==> src/rtl/pipe_stage_reg.sv <==
// pipe_stage_reg: elastic inter-stage register with a two-entry skid buffer,
// ageing Tnew and a synchronous hazard-safe flush.
module pipe_stage_reg #(
   parameter int DATA_W = 128,
   parameter int TNEW_W = 4,
   parameter int A_W    = 5
) (
   input  logic              clk,
   input  logic              reset,
   input  logic              in_valid,
   output logic              in_ready,
   input  logic [DATA_W-1:0] in_data,
   input  logic [TNEW_W-1:0] in_tnew,
   input  logic [A_W-1:0]    in_a3,
   input  logic              in_reg_write,
   input  logic              flush,
   output logic              out_valid,
   input  logic              out_ready,
   output logic [DATA_W-1:0] out_data,
   output logic [TNEW_W-1:0] out_tnew,
   output logic [A_W-1:0]    out_a3,
   output logic              out_reg_write,
   output logic              skid_valid,
   output logic [A_W-1:0]    skid_a3,
   output logic [TNEW_W-1:0] skid_tnew,
   output logic [1:0]        occupancy
);
   logic [DATA_W-1:0] skid_data;
   logic              skid_reg_write;
   logic              accept;
   logic              main_free;

   function automatic logic [TNEW_W-1:0] sat_dec(input logic [TNEW_W-1:0] x);
      return (x != '0) ? x - 1'b1 : '0;
   endfunction

   assign accept    = in_valid & in_ready;
   assign main_free = !out_valid | out_ready;
   assign occupancy = {1'b0, out_valid} + {1'b0, skid_valid};

   // Invalid slots keep A3/Tnew/RegWrite at zero so hazard logic needs no valid gating.
   always_ff @(posedge clk or negedge reset) begin
      if (!reset) begin
         in_ready       <= 1'b1;
         out_valid      <= 1'b0;
         out_data       <= '0;
         out_tnew       <= '0;
         out_a3         <= '0;
         out_reg_write  <= 1'b0;
         skid_valid     <= 1'b0;
         skid_data      <= '0;
         skid_tnew      <= '0;
         skid_a3        <= '0;
         skid_reg_write <= 1'b0;
      end else if (flush) begin
         in_ready       <= 1'b1;
         out_valid      <= 1'b0;
         out_data       <= '0;
         out_tnew       <= '0;
         out_a3         <= '0;
         out_reg_write  <= 1'b0;
         skid_valid     <= 1'b0;
         skid_data      <= '0;
         skid_tnew      <= '0;
         skid_a3        <= '0;
         skid_reg_write <= 1'b0;
      end else if (main_free) begin
         in_ready <= 1'b1;
         if (skid_valid) begin
            out_valid      <= 1'b1;
            out_data       <= skid_data;
            out_tnew       <= sat_dec(skid_tnew);
            out_a3         <= skid_a3;
            out_reg_write  <= skid_reg_write;
            skid_valid     <= 1'b0;
            skid_data      <= '0;
            skid_tnew      <= '0;
            skid_a3        <= '0;
            skid_reg_write <= 1'b0;
         end else if (accept) begin
            out_valid     <= 1'b1;
            out_data      <= in_data;
            out_tnew      <= sat_dec(in_tnew);
            out_a3        <= in_a3;
            out_reg_write <= in_reg_write;
         end else begin
            // out_data is deliberately held; only the hazard fields are cleared.
            out_valid     <= 1'b0;
            out_tnew      <= '0;
            out_a3        <= '0;
            out_reg_write <= 1'b0;
         end
      end else begin
         out_tnew <= sat_dec(out_tnew);
         if (accept) begin
            in_ready       <= 1'b0;
            skid_valid     <= 1'b1;
            skid_data      <= in_data;
            skid_tnew      <= sat_dec(in_tnew);
            skid_a3        <= in_a3;
            skid_reg_write <= in_reg_write;
         end else begin
            skid_tnew <= sat_dec(skid_tnew);
         end
      end
   end
endmodule
==> config.mk <==
export PLATFORM = sky130hd
export DESIGN_NAME = pipe_stage_reg
export DESIGN_NICKNAME = d
export VERILOG_FILES = /design/src/rtl/pipe_stage_reg.sv
export SDC_FILE = /design/constraint.sdc
export NUM_CORES = 1
export LEC_CHECK = 0
export BUFFER_PORTS_ARGS = -buffer_cell sky130_fd_sc_hd__buf_4
export CAP_MARGIN = 25
export CORE_AREA = 4 4 182 201
export CTS_CLUSTER_SIZE = 20
export DETAILED_ROUTE_END_ITERATION = 10
export DIE_AREA = 0 0 186 205
export PLACE_DENSITY_LB_ADDON = 0.1
export SYNTH_ARGS = -nofsm -noshare
export SYNTH_HDL_FRONTEND = slang
export SYNTH_SLANG_ARGS = --single-unit
==> constraint.sdc <==
create_clock -name clk -period 2.11 [get_ports clk]
set_input_delay 0.3165 -clock clk [delete_from_list [all_inputs] [get_ports clk]]
set_output_delay 0.3165 -clock clk [all_outputs]
set_load 0.1 [all_outputs]
==> results of run 1 <==
-- per-layer routing --
layer  vias to the layer above  part of all wire (%)  GRT usage [%]
li1                       5069                     -              -
met1                      5075                    44           27.9
met2                       281                    48           31.2
met3                        34                   6.7           4.14
met4                         0                   1.3           3.64
met5                         -                     0              0
-- through the flow --
step | power, mW | hold slack, ns
global placement | 9.51 | 0.286
detailed placement | 9.52 | 0.284
floorplan | 8.43 | 0.0209
global route | 15.5 | 0.00129
finish | 14.8 | 0.0210
CTS | 15.0 | 0.0000973
-- worst min-delay path, stage by stage --
cell and delay [ns]:
buf_4 0.12, nand2_1 0.06, o21ai_2 0.04
-- synth_stat cells, types with 2 or more instances --
cell type | count | area, sq um
a222oi_1 | 6 | 60.1
ha_1 | 7 | 87.6
nor3b_1 | 4 | 30.0
a21oi_1 | 6 | 30.0
buf_6 | 2 | 22.5
o21ai_0 | 209 | 1050
a211oi_1 | 129 | 968
nand2_1 | 138 | 518
nor3_1 | 6 | 30.0
clkbuf_2 | 7 | 35.0
mux2i_1 | 130 | 1300
buf_1 | 3 | 11.3
nand2b_1 | 6 | 37.5
buf_2 | 34 | 170
clkbuf_1 | 60 | 225
nand3_1 | 3 | 15.0
nor2_2 | 2 | 12.5
o21ai_1 | 14 | 70.1
dfrtp_1 | 278 | 6960
o21ai_2 | 50 | 438
a221oi_1 | 2 | 17.5
nor2_1 | 138 | 518
a22oi_1 | 2 | 15.0
buf_12 | 6 | 120
nor4_1 | 2 | 12.5
inv_1 | 14 | 52.6
buf_4 | 7 | 52.6
nor2b_1 | 2 | 12.5
-- flip-flops by register name (all words and copies together), names as in the netlist --
register / flops
out_data: 128
out_tnew: 4
skid_a3: 5
skid_valid: 1
skid_reg_write: 1
skid_tnew: 4
in_ready: 1
out_reg_write: 1
out_valid: 1
skid_data: 128
out_a3: 5
-- layout make-up --
type,count,area share (%)
Antenna cell,1,0.0147
Clock buffer,48,5.53
Clock inverter,8,0.419
Inverter,14,0.309
Multi-Input combinational cell,864,31.3
Sequential cell,279,41.1
Tap cell,438,3.22
Timing Repair Buffer,367,18.1
-- kinds of logic (layout without fill, tap and decap cells) --
kind of cell             Yosys count  in the layout  synth area share, %
XOR/XNOR                           2              2                0.135
AND/OR/NAND/NOR                  305            305                 9.41
AO/OA/AOI/OAI                    420            420                 20.5
adder cells (fa/ha/maj)            7              7                0.676
other                              0              1                    0
flip-flops                       279            279                 53.9
multiplexers                     130            130                 10.0
buffers and inverters            133            437                 5.32
-- final timing paths --
path	end	slack, ns	cells after the start
setup / recovery	skid_data[117]	0.07	6
max in group asynchronous	in_ready	1.05	3
hold reg to reg	skid_data[4]	0.50	2
setup reg to reg	skid_data[117]	0.07	6
min in group asynchronous	out_data[12]	0.29	2
hold / removal	skid_data[92]	0.02	3
-- layout by cell type (no fill, tap or decap), types with 2 or more instances in the layout --
cell           count
clkbuf_8          10
nand2b_1           6
o21ai_1           14
buf_12            17
nand2_1          138
nor3_1             6
nor3b_1            4
a221oi_1           2
a22oi_1            2
clkbuf_1           7
mux2i_1          130
dfrtp_1          275
nor2b_1            2
dlygate4sd3_1     38
inv_1             14
a211oi_1         129
nor2_4             2
buf_6              2
nand3_1            3
clkinv_2           5
clkbuf_16         31
nor2_1           138
a21oi_1            6
ha_1               6
o21ai_0          209
dfrtp_2            2
a222oi_1           6
buf_4            309
o21ai_2           50
-- power groups by stage --
stage	logic, mW	clock network [mW]	registers [mW]
floorplan	0.869	0	7.56
global placement	3.57	0	5.94
detailed placement	3.58	0	5.94
CTS	3.64	5.54	5.85
global route	3.82	5.78	5.88
finish	3.61	5.38	5.84
-- what timing repair did --
| action | 4_1_cts | 5_1_grt |
|---|---|---|
| buffers inserted | 0 | 3 |
| hold endpoints to repair | 85 | 0 |
| setup endpoints to repair | 2 | 2 |
| hold buffers | 38 | 0 |
| gates resized for setup | 4 | 1 |
==> flow_metrics.tcl, run 1 <==
set metrics [dict create \
    period_share_pct 96.5 \
    antenna_left 0 \
    fin_area_sq_um 17000 \
    crit_start "out_valid" \
    worstPathRequired_ns 2.59 \
    switchingPower_mw 5.12 \
    cts_tree "done" \
    ys_ff_latch 279 \
    ir_drop_uv 667 \
    gr-total-overflow 0 \
    leakage_nw 7.50 \
    avgSynthCellArea_sq_um 10.2 \
    rsz0062_at_grt "false" \
    grt_pass1_wl_mm 60.7 \
    hp-class "in2reg" \
    synth_nets 1426 \
    die_w_microns 186 \
    fin_crit_ns 2.04 \
    place_congestion 0.740 \
    fin_nets 1707 \
    hold_viol 0 \
    power_frac_seq_pct 39.4 \
    initial_core_util_pct 37.8 \
    slew_headroom_pct 39.5 \
    root_buffer "clkbuf_16" \
    grt_start_max_net_pins 140 \
    fin_util_pct 49.6 \
    routed_wirelength_mm 38.4 \
    dr.pass1.iters 6 \
    ioPinCount 295 \
    finalNonFillerCells 2019 \
    clock_sinks 279 \
    grt_use_total_pct 19.6 \
    cp-end-kind "flip-flop" \
    path_cells "nor2b_1 -> buf_4 -> nor3_4 -> buf_12 -> o21ai_0 -> o21ai_2" \
    drc_errors 0 \
    register_area_sq_um 6990 \
    dp_worst_setup_slack_ns 0.168 \
    critPathLaunchType "flip-flop" \
    path_buf_inv 2 \
    comb_power_share_pct 24.3 \
    max_freq_mhz 491 \
    critical_path.top_delay_family "buffers and inverters" \
    vias 10500 \
    slowest_stage "dfrtp_2" \
    hold_path_startpoint "in_data[92]" \
    clock_insertion_delay_worst_skew_ns 0.55 \
    dieArea_sq_um 38100 \
    fillers 3210 \
    drv_slew 0 \
    ys_seq_area_share_pct 53.9 \
    maxCapViolations 0 \
    r2r-start "out_valid" \
    layout-drive-gt1-share_pct 27.8 \
    die_y_microns 205 \
    status "finished, final reports clean" \
    worst_pin_slew_ns 0.900 \
    h-tree-depth 1 \
    dp.cells 1921 \
    multiInputGateArea_sq_um 5320 \
    synth-edff-count 0 \
    place_area_sq_um 15600 \
    via_per_inst 5.18 \
    core_area_sq_um 34300 \
    critical_path_class "reg2reg" \
    cts_buffers 31 \
    synth_cell_type_count 37 \
    swShare_pct 34.6 \
    grt_pass1_vias 10400 \
    syn_area_sq_um 13000 \
    antenna_found_initial 1 \
    ys_warn_count 0 \
    clk_pin_slew_ns 0.06 \
    tns_ns 0 \
    dp_hpwl_mm 23.5 \
    io_buffers 294 \
    setup_violations 0 \
    finalWorstSetupSlack_ns 0.0738 \
    drtIter0Drc 592 \
    synth_async_sr_flop_share_pct 100 \
    rows 71 \
    wl_per_cell_microns 19.0 \
    skew_ns 0.00847 \
    syn_inst 1276 \
    cpPeakStageDelay_ns 0.45 \
    cp_max_fo 139 \
    p_per_area_nw_per_um2 872 \
    p_int_mw 9.71 \
    arrival_ns 2.52 \
    ys.flop_type "dfrtp_1" \
    area_growth_pct 31.2 \
    clockPowerShare_pct 36.3 \
    cts_max_path_buffers 3 \
]
(Power assumes the default switching activity.)
==> run 2, diff against run 1 <==
--- a/config.mk
+++ b/config.mk
@@ -11,7 +11,9 @@
 export CTS_CLUSTER_SIZE = 20
 export DETAILED_ROUTE_END_ITERATION = 10
 export DIE_AREA = 0 0 186 205
+export MAX_ROUTING_LAYER = met4
 export PLACE_DENSITY_LB_ADDON = 0.1
+export SETUP_SLACK_MARGIN = 0.02
 export SYNTH_ARGS = -nofsm -noshare
 export SYNTH_HDL_FRONTEND = slang
 export SYNTH_SLANG_ARGS = --single-unit
==> flow_metrics.tcl, run 2 (synthesis gave the netlist of run 1 again) <==
set metrics [dict create \
    r2r_slack_ns 0.1 \
    switchingPower_mw 5.13 \
    clock_sinks 279 \
    hp-class "in2reg" \
    leakage_nw 7.64 \
    swShare_pct 33.6 \
    drc_errors 0 \
    power_mw 15.3 \
    dr.pass1.iters 5 \
    cp_max_fo 137 \
    rows 71 \
    setup_violations 0 \
    cpPeakStageDelay_ns 0.43 \
    worstRegToRegCells 5 \
    worst_pin_slew_ns 0.940 \
    antenna_left 0 \
    p_per_area_nw_per_um2 882 \
    routed_wirelength_mm 38.3 \
    finalNonFillerCells 2038 \
    fin_nets 1727 \
    initial_core_util_pct 37.8 \
    hold_viol 0 \
    cts_tree "done" \
    path_buf_inv 1 \
    drv_slew 0 \
    drtIter0Drc 675 \
    root_buffer "clkbuf_16" \
    core_area_sq_um 34300 \
    layout_common_cells "buf_4, dfrtp_1, o21ai_0, nand2_1, nor2_1" \
    skew_ns 0.0122 \
    p_int_mw 10.2 \
    wl_per_cell_microns 18.8 \
    grt_start_max_net_pins 140 \
    cp.depth 5 \
    ir_drop_uv 557 \
    min_to "skid_data[81]" \
    routed.top_layer "met4" \
    cts_buffers 31 \
    grt_use_total_pct 20.1 \
    hold_path_startpoint "in_data[81]" \
    routed-wl-met2_mm 18.1 \
    io_buffers 294 \
    layout-drive-gt1-share_pct 27.7 \
    path_cells "or3b_4 -> a21oi_4 -> buf_12 -> o21ai_0 -> o21ai_2" \
    whs_path_depth 3 \
    dp_hpwl_mm 23.6 \
    period_share_pct 95.4 \
    grt_pass1_wl_mm 60.4 \
    comb_power_share_pct 23.9 \
    critical_path.top_delay_family "compound AO/OA/AOI/OAI gates" \
    antenna_found_initial 0 \
    fin_crit_ns 2.01 \
    grt_pass1_vias 10600 \
    critical_path_class "reg2reg" \
    slowest_stage "or3b_4" \
    clk_pin_slew_ns 0.06 \
    critPathLaunchType "flip-flop" \
    vias 10600 \
    clock_insertion_delay_worst_skew_ns 0.55 \
    die_w_microns 186 \
    ioPinCount 295 \
    max_freq_mhz 497 \
    clockPowerShare_pct 37.9 \
    tns_ns 0 \
    wl_met1_mm 17.0 \
    power_frac_seq_pct 38.2 \
    h-tree-depth 1 \
    gr-total-overflow 0 \
    r2r-end "skid_data[117]" \
    largest_registers "out_data x128, skid_data x128" \
    die_y_microns 205 \
    place_congestion 0.760 \
    layout_commonest_cell "buf_4" \
    cts_max_path_buffers 3 \
    maxCapViolations 0 \
    route.met3.wl_mm 2.34 \
    worstPathRequired_ns 2.59 \
    dp.cells 1918 \
    slew_headroom_pct 36.8 \
    arrival_ns 2.49 \
    rsz0062_at_grt "false" \
    area_growth_pct 33.9 \
    cp-end-kind "flip-flop" \
    diodes 0 \
    status "finished, final reports clean" \
    via_per_inst 5.20 \
    r2r-start "out_valid" \
    dieArea_sq_um 38100 \
]
[run 2: cell types whose count changed in the layout (fill, tap and decap cells not counted), moves of 2 or more]
cell           previous run  this run
clkinvlp_4                1         3
bufinv_16                 1         4
dlygate4sd3_1            38        61
buf_4                   309       303
buf_12                   17        20
clkbuf_1                  7         1
clkbuf_8                 10        12
[run 2: how the worst max path moves through the flow]
stage          slack (ns)              to          from
6_report              0.1  skid_data[117]     out_valid
2_1_floorplan        0.02     out_tnew[2]  skid_tnew[1]
4_1_cts              0.12    occupancy[0]    skid_valid
5_1_grt              0.04   skid_data[60]     out_valid
3_5_place_dp         0.13   skid_data[36]         flush
3_3_place_gp         0.17   skid_data[36]         flush
[run 2: area by class of cell]
class,instances,area [sq um]
Fill cell,3231,16900
Multi-Input combinational cell,864,5320
Timing Repair Buffer,387,3320
Inverter,14,52.6
Tap cell,438,548
Clock buffer,44,945
Sequential cell,279,6990
Clock inverter,12,168
[run 2: worst reg2reg max path, delay by kind of cell (launching register included)]
family / cells / cell delay [ns]
AO/OA/AOI/OAI: 3 / 0.79
buffers and inverters: 1 / 0.33
AND/OR/NAND/NOR: 1 / 0.43
flip-flops: 1 / 0.40
[run 2: power groups by stage]
stage	logic (mW)	clock network [mW]	registers (mW)
4_1_cts	3.70	5.97	5.85
3_5_place_dp	3.60	0	5.95
5_1_grt	3.87	6.21	5.88
3_3_place_gp	3.58	0	5.94
6_report	3.66	5.79	5.84
2_1_floorplan	0.869	0	7.56
[run 2: per-stage QoR]
stage	util (%)	cell area, sq um	hold WS [ns]	setup slack [ns]
floorplan	-	13000	0.0209	0.0228
global placement	45.4	15600	0.224	0.169
CTS	50.6	17300	0.0000122	0.116
detailed placement	45.4	15600	0.220	0.132
finish	50.6	17300	0.0271	0.0966
global route	50.6	17300	0.00975	0.0431
[run 2: per-layer routing]
metal	track usage, %	vias up
met5	-	-
met4	4.58	0
met3	3.34	53
met2	31.4	294
met1	27.8	5136
li1	-	5120
[run 2: repair_timing]
item	4_1_cts	5_1_grt
hold buffers	61	0
resized for setup	5	0
endpoints found under the hold margin	103	0
setup buffers	3	0
endpoints found under the setup margin	2	0
